==> config.mk <==
export PLATFORM = sky130hd
export DESIGN_NAME = boot_loader
export DESIGN_NICKNAME = d
export VERILOG_FILES = /design/src/rtl/boot_loader.sv
export SDC_FILE = /design/constraint.sdc
export NUM_CORES = 1
export LEC_CHECK = 0
export BUFFER_PORTS_ARGS = -buffer_cell sky130_fd_sc_hd__clkbuf_2
export CORE_MARGIN = 1.5
export CORE_UTILIZATION = 46
export CTS_BUF_LIST = sky130_fd_sc_hd__clkbuf_16
export DETAILED_ROUTE_END_ITERATION = 6
export PLACE_DENSITY_LB_ADDON = 0.05
export SYNTH_ARGS = -nofsm -noshare
export SYNTH_HDL_FRONTEND = slang
export SYNTH_SLANG_ARGS = --single-unit
==> constraint.sdc <==
create_clock -name clk -period 2.6 [get_ports clk]
set_input_delay 0.52 -clock clk [delete_from_list [all_inputs] [get_ports clk]]
set_output_delay 0.52 -clock clk [all_outputs]
set_load 0.01 [all_outputs]
==> src/rtl/boot_loader.sv <==
// rtl/boot_loader.sv - byte-stream program loader: length header, payload writes to program RAM, checksum check
module boot_loader #(
    parameter int ADDR_WIDTH = 10,
    parameter int BASE_ADDR  = 0
) (
    input  logic                  clk,
    input  logic                  reset,
    input  logic                  start,
    input  logic                  in_valid,
    input  logic [7:0]            in_data,
    output logic                  in_ready,
    output logic                  mem_we,
    output logic [ADDR_WIDTH-1:0] mem_addr,
    output logic [7:0]            mem_wdata,
    output logic                  busy,
    output logic                  done,
    output logic                  error,
    output logic                  cpu_hold
);
    typedef enum logic [2:0] {IDLE, LEN_LO, LEN_HI, DATA, CSUM, DONE, ERROR} state_t;

    localparam logic [ADDR_WIDTH-1:0] BASE  = ADDR_WIDTH'(BASE_ADDR);
    // Largest image that fits between BASE_ADDR and the top of memory.
    localparam logic [32:0]           LIMIT = (33'd1 << ADDR_WIDTH) - 33'(BASE_ADDR);

    state_t                state, state_nxt;
    logic [15:0]           len_q;
    logic [ADDR_WIDTH-1:0] addr_q;
    logic [7:0]            csum_q;
    logic [15:0]           len_full;
    logic                  accept;
    logic                  session_start;

    assign in_ready      = (state == LEN_LO) || (state == LEN_HI) || (state == DATA) || (state == CSUM);
    assign busy          = in_ready;
    assign done          = (state == DONE);
    assign error         = (state == ERROR);
    assign cpu_hold      = (state != DONE);
    assign accept        = in_valid && in_ready;
    assign len_full      = {in_data, len_q[7:0]};
    assign session_start = start && ((state == IDLE) || (state == DONE) || (state == ERROR));

    always_comb begin
        state_nxt = state;
        case (state)
            IDLE, DONE, ERROR: if (start) state_nxt = LEN_LO;
            LEN_LO:            if (accept) state_nxt = LEN_HI;
            LEN_HI: begin
                if (accept) begin
                    if (len_full == 16'd0)                state_nxt = CSUM;
                    else if ({17'd0, len_full} > LIMIT)   state_nxt = ERROR;
                    else                                  state_nxt = DATA;
                end
            end
            DATA:              if (accept && len_q == 16'd1) state_nxt = CSUM;
            CSUM:              if (accept) state_nxt = (in_data == csum_q) ? DONE : ERROR;
            default:           state_nxt = IDLE;
        endcase
    end

    always_ff @(posedge clk) begin
        if (reset) state <= IDLE;
        else       state <= state_nxt;
    end

    // len_q holds the header, then counts down the payload bytes still expected.
    always_ff @(posedge clk) begin
        if (reset) begin
            len_q     <= 16'd0;
            addr_q    <= BASE;
            csum_q    <= 8'd0;
            mem_we    <= 1'b0;
            mem_addr  <= BASE;
            mem_wdata <= 8'd0;
        end else begin
            mem_we <= 1'b0;
            if (session_start) begin
                csum_q <= 8'd0;
                addr_q <= BASE;
            end
            if (accept) begin
                case (state)
                    LEN_LO: len_q[7:0] <= in_data;
                    LEN_HI: len_q      <= len_full;
                    DATA: begin
                        mem_we    <= 1'b1;
                        mem_addr  <= addr_q;
                        mem_wdata <= in_data;
                        csum_q    <= csum_q + in_data;
                        len_q     <= len_q - 16'd1;
                        // Hold on the final byte so the address never wraps past the top.
                        if (len_q != 16'd1) addr_q <= addr_q + ADDR_WIDTH'(1);
                    end
                    default: ;
                endcase
            end
        end
    end
endmodule

======== Word-level counts from Yosys, hierarchy flattened ========
Index checks and enable logic that the tools add are counted.
cells by class
  $add $sub $neg .......................... 3
  $lt $le $gt $ge ......................... 1
  eq/ne operators ......................... 15
  muxes and demuxes ....................... 19
  bitwise logic cells ..................... 1
  reduce and logical (&&, ||, !) cells .... 18
operators by type and width
  cell                                                             number
  2-to-1 mux 10 bit                                                4
  case mux 8 bit (2 select lines)                                  2
  2-to-1 mux 8 bit                                                 3
  2-to-1 mux 3 bit                                                 7
  == test 16 x 1 -> 1 bit, second input constant                   1
  greater-than comparator 16 x 11 -> 1 bit, second input constant  1
  zero test 16 bit                                                 1
  != test 16 x 1 -> 1 bit, second input constant                   1
  subtractor 16 x 1 -> 16 bit, second input constant               1
  case mux 3 bit (5 select lines)                                  1
  adder 10 x 1 -> 10 bit, second input constant                    1
  == test 3 bit, second input constant                             3
  adder 8 bit                                                      1
  == test 8 bit                                                    1
  != test 2 bit, second input constant                             4
  == test 3 x 2 -> 1 bit, second input constant                    2
  AND reduction 2 bit                                              3
  logical OR 1 bit                                                 5
  AND reduction 5 bit                                              1
  nonzero test 2 bit                                               2
  == test 3 x 1 -> 1 bit, second input constant                    1
  logical AND 1 bit                                                3
  zero test 3 bit                                                  1
  != test 3 bit, second input constant                             1
  other kinds (6)                                                  6
word-level totals
  register bits ........................... 56
  logic and storage cells ................. 65

======== Logic depth before layout (Yosys ltp) ========
Gate-level depths: netlist (run 1).
  word-level depth ........................ 8
  mapped depth ............................ 9
  gate-level depth less buffers ........... 9

======== Worst setup path before layout (run 1) ========
No wires, ideal clock.
  path type ............................... input to register
  start ................................... input in_data[2]
  end ..................................... register state[0]
  setup time .............................. 112 ps
  arrival ................................. 1974 ps
  data required time ...................... 2488 ps
  slack ................................... 514 ps
  stages .................................. 7
  path through ............................ ha_1 > nor4_1 > nand2_1 > o41ai_1 > nand2b_1 > a21oi_1 > a2111oi_1
on the way
  word-level cells in the longest chain between the ends .. 5
  elaborated cells between the ends (all ways) .. 9
  classes of those cells .................. 1 x order compare; 1 x eq/ne; 6 x mux; 1 x reduce/logical
ends and longest elaborated chain
  element                                   RTL line  source
  start, declared                           10        input logic [7:0] in_data,
  greater-than comparator 16 x 11 -> 1 bit  51        else if ({17'd0, len_full} > LIMIT) state_nxt = ERROR;
  2-to-1 mux 3 bit                          51
  2-to-1 mux 3 bit                          50        if (len_full == 16'd0) state_nxt = CSUM;
  2-to-1 mux 3 bit                          49        if (accept) begin
  case mux 3 bit (5 select lines) *         45        case (state)
  end signal, assigned                      63        else state <= state_nxt;
  end, declared                             26        state_t state, state_nxt;
Every way passes the cells marked *; elsewhere a longest branch is shown, timed or not. The select of a mux whose other input is x is not followed.
A chain may end at the register's enable or synchronous reset.

======== Worst setup path in the final report (run 1) ========
  start ................................... register len_q[6]
  end ..................................... register state[0]
on the way
  word-level cells in the longest chain between the ends .. 5
  elaborated cells between the ends (all ways) .. 10
  classes of those cells .................. 1 x order compare; 2 x eq/ne; 4 x mux; 3 x reduce/logical
ends and longest elaborated chain
  element                                   RTL line  source
  start, declared                           27        logic [15:0] len_q;
  start signal, assigned                    83        LEN_LO: len_q[7:0] <= in_data;
  start signal, assigned                    84        LEN_HI: len_q <= len_full;
  start signal, assigned                    90        len_q <= len_q - 16'd1;
  greater-than comparator 16 x 11 -> 1 bit  51
  2-to-1 mux 3 bit                          51
  2-to-1 mux 3 bit                          50
  2-to-1 mux 3 bit                          49
  case mux 3 bit (5 select lines)           45
Several ways; a longest one is shown, not always the timed one. The select of a mux whose other input is x is not followed.

==> flow_summary.toml, run 1 <==
[pwr]
cellPowerDensity_nw_per_um2 = 785.5
p_int_w = 0.001751
clkPwrFrac = 0.283
switching_share = 0.3634
leakagePower_nw = 1.350
seqPwrFrac = 0.377
ir_worst_vdd_v = 0.0005594
switchingPower_w = 0.0009998
combPwrFrac = 0.340

[synthesis]
ys_seq_area_frac = 0.3650
synth_top_family_by_area = "simple AND/OR/NAND/NOR gates"
synth_flop_cell = "dfxtp_1"
synth_top_cell_area_share = 0.3650
syn_area_um2 = 3072
synth_edf_count = 0
synth-compound-area-share = 0.2094
synth-simple-area-share = 0.3002
synthesis.instances = 397
synth.top_cells.by_area = "dfxtp_1 (36%), a21oi_1 (8.1%), nand2_1 (8.1%)"
synth-xor-area-share = 0.02566
synth_common_cells = "nand2_1 (66), dfxtp_1 (56), a21oi_1 (50)"
yosysTopAreaCell = "dfxtp_1"
ys_seq_elements = 56
yosysMostFrequentCell = "nand2_1"
synth_fp_nets = 420
synthMuxAreaShare = 0.006925
postSynthAreaPerCell_um2 = 7.737
synthArstFlopShare = 0
synth_fa_ha_area_frac = 0.04725
yosysWarnings = 0
synth.distinct_cells = 55

[timing]
slew_headroom = 0.5594
report.final.slew_viol_count = 0
setup_viol = 0
final.min_clock_period_ps = 2185
tightest_slew_ps = 660.9
hold_violations = 0
holdWs_ps = 454.7
fmax_ghz = 0.4577
rsz0062_at_grt = "no"
fin_setup_tns_ps = 0
post-route-period-util = 0.8404
skew_ps = 5.368

[routing]
dr_total_vias = 2905
wl_mm = 8.043
route.detailed.drc = 0
wl_per_cell_um = 15.90
dr.pass1.iters = 4
antenna_left = 0
drt-initial-drc-count = 212
via_per_inst = 5.741

[place]
dpl.hpwl_mm = 5.514
place_congestion = 0.9404
placed_cell_area_um2 = 3334
portBuffers = 35
dpl.cell_count = 498

[floorplanning]
num_io_pins = 36
core.rowCount = 29
die_w_um = 84.72
die_h_um = 84.72
die_area_um2 = 7177
start_util = 0.4810
core_area_um2 = 6386

[global_route]
grt_antenna_before_repair = 0
grt_use_total = 0.2334
grt_pass1_vias = 2654
grt_pass1_wl_mm = 13.46
overflow = 0
grt_max_degree = 33

[clock_network]
cts_tree = "done"
htree_levels = 2
post_cts_buffers = 0
clk_latency_ps = 300
cts_sinks = 56
clk_pin_slew_ps = 70
numCtsBuffers = 5
clock-root-buffer = "clkbuf_16"
cts-resized-gates = 0
clockBufferDepth = 2
hold_buffers = 0

[run_status]
status = "complete, no violations"

[layout]
post-route-util = 0.5484
area_delta_synth_final_pct = 14.01
drive_above_1_share = 0.1655
nets = 451
n_antenna_cell = 0
fin_cells = 506
final_cell_area_um2 = 3502

[setup_path]
critPathRequiredTime_ps = 2780
cp_slowest_stage_delay_ps = 470
crit_fanout = 4
crit_family = "compound AO/OA/AOI/OAI gates"
cp.depth = 6
path_buf_inv = 0
cp-end-kind = "flop"
arrival_ps = 2370
start_kind = "flop"
crit_slowest_cell = "nor4_2"
r2r_cells = 6
path_class = "flop to flop"
path_cells = "nor4_2, nand3_1, xnor2_1, o41ai_1, a211oi_1, a2111oi_1"

[min_path]
hold_class = "flop to flop"
whs_path_depth = 2

[job]
maxCapViolCount = 0
## metal layers
layer	vias up	GRT usage	share of wire
li1	1484	-	-
met1	1333	0.3485	0.51
met4	0	0.06598	0.013
met5	-	0	0
met2	79	0.3449	0.43
met3	9	0.04031	0.053
## layout by cell type (no fill, tap or decap), types with 8 or more instances in the layout
| master | n |
|---|---|
| o21ai_0 | 20 |
| nor3_1 | 10 |
| nand2_1 | 66 |
| a21oi_1 | 50 |
| nand3_1 | 15 |
| buf_4 | 12 |
| dfxtp_1 | 56 |
| clkbuf_2 | 35 |
| o41ai_1 | 8 |
| ha_1 | 10 |
| nor2_1 | 35 |
| inv_1 | 12 |
## worst paths after layout
kind	start	to	slack (ps)
setup reg to reg	len_q[6]	state[0]	420
hold reg to reg	mem_wdata[2]	mem_wdata[2]	450
setup / recovery	len_q[6]	state[0]	420
hold / removal	mem_wdata[2]	mem_wdata[2]	450
## area by class of cell
| cell class | instances | area, um2 |
|---|---|---|
| clock inverter | 3 | 42.54 |
| inverter | 11 | 41.29 |
| sequential | 56 | 1121 |
| fill | 635 | 2884 |
| tap | 77 | 96.34 |
| timing repair buffer | 47 | 265.3 |
| clock buffer | 5 | 125.1 |
| multi-input combinational | 307 | 1810 |
## power by group through the flow
stage	Sequential (W)	Combinational (W)	Clock (W)
global placement	0.00105	0.000918	0
detailed placement	0.00105	0.000921	0
floorplan	0.000993	0.000748	0
CTS	0.00103	0.000928	0.000792
global route	0.00106	0.00104	0.000828
finish	0.00104	0.000936	0.000778
## flip-flops by register name, indices dropped and copies added (netlist names)
register and flops:
csum_q 8, addr_q 10, state 3, len_q 16, mem_we 1, mem_addr 10, mem_wdata 8
## worst min-delay path, delay by kind of cell (launching register included)
| family | cells | cell delay (ps) |
|---|---|---|
| simple gates | 1 | 50 |
| flops | 1 | 310 |
| compound gates | 1 | 50 |
## per-stage QoR
step / total power (W) / setup slack [ps]
4_1_cts: 0.002755 / 414.1
3_5_place_dp: 0.001975 / 148.7
2_1_floorplan: 0.001741 / 514.2
3_3_place_gp: 0.001973 / 257.2
6_report: 0.002751 / 415.1
5_1_grt: 0.002922 / 247.4
## cells by family after synthesis
family / Yosys count
and+or+nand+nor: 177
adders and majority gates: 11
AOI/OAI and AO/OA: 108
xor gates and xnor gates: 9
buffers and inverters: 34
DFF: 56
muxes: 2
Power figures use the tool's default switching activity.
==> inputs of run 2 (changes only) <==
clock period = 2.1 ns   (was 2.6 ns; I/O delays follow)
==> run 2 against run 1 <==
  * Sequential share of layout area fell by 1.6 points
  * Routed wire length rose by 1.5%
  * Die area did not move
  * Largest power group is now combinational logic
  * Via count rose by 4.3%
  * Worst setup slack got worse by 390 ps
==> flow_summary.toml, run 2 (synthesis results as in run 1) <==
[timing]
tightest_slew_ps = 510.2
fmax_ghz = 0.4814
hold_violations = 0
post-route-period-util = 0.9892
holdWs_ps = 454.3
slew_headroom = 0.6567
skew_ps = 5.132
rsz0062_at_grt = "yes"
final.min_clock_period_ps = 2077
setup_viol = 0
report.final.slew_viol_count = 0

[place]
place_congestion = 0.9052
portBuffers = 35
dpl.hpwl_mm = 5.792
dpl.cell_count = 518

[pwr]
leakagePower_nw = 1.461
cellPowerDensity_nw_per_um2 = 930.3
ir_worst_vdd_v = 0.0006704

[clock_network]
hold_buffers = 0
cts_sinks = 56
clock-root-buffer = "clkbuf_16"
numCtsBuffers = 5
htree_levels = 2
clockBufferDepth = 2
clk_pin_slew_ps = 80
cts_tree = "done"
clk_latency_ps = 300

[floorplanning]
die_area_um2 = 7177
core_area_um2 = 6386
start_util = 0.4810
die_w_um = 84.72
die_h_um = 84.72
core.rowCount = 29
num_io_pins = 36

[layout]
drive_above_1_share = 0.2284
fin_cells = 528
largest_register_ffs = 16
final_common_cell = "nand2_1"
top_register = "len_q"
top_regs = "len_q: 16 flops, addr_q: 10 flops, mem_addr: 10 flops"
n_antenna_cell = 0
layout_common_cells = "nand2_1 (66), dfxtp_1 (54), a21oi_1 (50)"
area_delta_synth_final_pct = 20.37
fill_cells = 624
post-route-util = 0.5790
nets = 473

[run_status]
status = "complete, no violations"

[setup_path]
timing.reg2reg.setup_slack_ps = 20
r2r-start = "len_q[6]"
cp.depth = 6
crit_slowest_cell = "nor4_2"
crit_start = "len_q[6]"
cp-end-kind = "flop"
rr_endpoint = "state[0]"
arrival_ps = 2260
cp_slowest_stage_delay_ps = 400
path_class = "flop to flop"
path_cells = "nor4_2, nand3_2, xnor2_2, o41ai_2, a211oi_1, a2111oi_1"
start_kind = "flop"
crit_family = "compound AO/OA/AOI/OAI gates"
critPathRequiredTime_ps = 2280
path_buf_inv = 0
r2r_cells = 6
crit_fanout = 4
critPathCapture = "state[0]"

[routing]
drt-initial-drc-count = 222
dr.pass1.iters = 4
wl_per_cell_um = 15.47
antenna_left = 0
wl_mm = 8.166
route.detailed.drc = 0
dr_total_vias = 3029
via_per_inst = 5.737

[global_route]
grt_use_total = 0.2410
grt_pass1_vias = 2815
grt_pass1_wl_mm = 13.85
overflow = 0
grt_max_degree = 33
grt_antenna_before_repair = 0

[job]
maxCapViolCount = 0

[min_path]
hold_class = "flop to flop"
[run 2: cell types whose count changed in the layout (fill, tap and decap cells not counted), moves of 2 or more]
cell,delta
buf_4,+22
dfxtp_1,-2
dfxtp_2,+2
inv_1,-3
inv_2,+2
[run 2: per-stage QoR]
stage | total power [W] | setup slack [ps] | instance area (um2) | TNS (ps)
2_1_floorplan | 0.002156 | 114.2 | 3072 | 0
3_3_place_gp | 0.002506 | -71.44 | 3485 | -71.44
3_5_place_dp | 0.002518 | -106.2 | 3485 | -106.2
4_1_cts | 0.003410 | 22.81 | 3635 | 0
5_1_grt | 0.003666 | -52.60 | 3697 | -52.60
6_report | 0.003439 | 22.77 | 3697 | 0
[run 2: worst min-delay path by stage]
stage | startpoint | end | slack, ps | cells after the start
5_1_grt | mem_addr[7] | mem_addr[7] | 470 | 2
4_1_cts | in_data[7] | mem_wdata[7] | 460 | 3
3_3_place_gp | mem_addr[2] | mem_addr[2] | 440 | 2
2_1_floorplan | addr_q[9] | mem_addr[9] | 440 | 2
6_report | mem_wdata[6] | mem_wdata[6] | 450 | 2
3_5_place_dp | mem_wdata[6] | mem_wdata[6] | 450 | 2
[run 2: what timing repair did]
item,in CTS,in global routing
resized for setup,0,11
hold endpoints to repair,0,0
setup buffers,0,2
setup endpoints to repair,0,3
[run 2: per-layer routing]
layer,GRT usage,routed length (um),vias to the layer above,share of wire
met5,0,0,-,0
met4,0.09091,103,0,0.013
met3,0.05506,474,10,0.058
met2,0.3766,3802,86,0.47
met1,0.3250,3785,1408,0.46
li1,-,-,1525,-
[run 2: where the power goes]
| part | switching [W] | internal [W] | total (W) |
|---|---|---|---|
| combinational | 0.000750 | 0.000556 | 0.00131 |
| sequential | 0.000121 | 0.00114 | 0.00126 |
| clock | 0.000421 | 0.000452 | 0.000873 |
[run 2: worst register-to-register path: stages, from the launching register on]
cell and delay (ps):
dfxtp_1 350, nor4_2 400, nand3_2 200, xnor2_2 180
o41ai_2 390, a211oi_1 80, a2111oi_1 370
[run 2: final cells by class]
type	instances	area [um2]	share of cell area
tap	77	96.34	0.02606
clock buffer	5	125.1	0.03384
multi-input combinational	307	1856	0.5019
timing repair buffer	69	430.4	0.1164
inverter	11	41.29	0.01117
clock inverter	3	25.02	0.006768
sequential	56	1124	0.3039
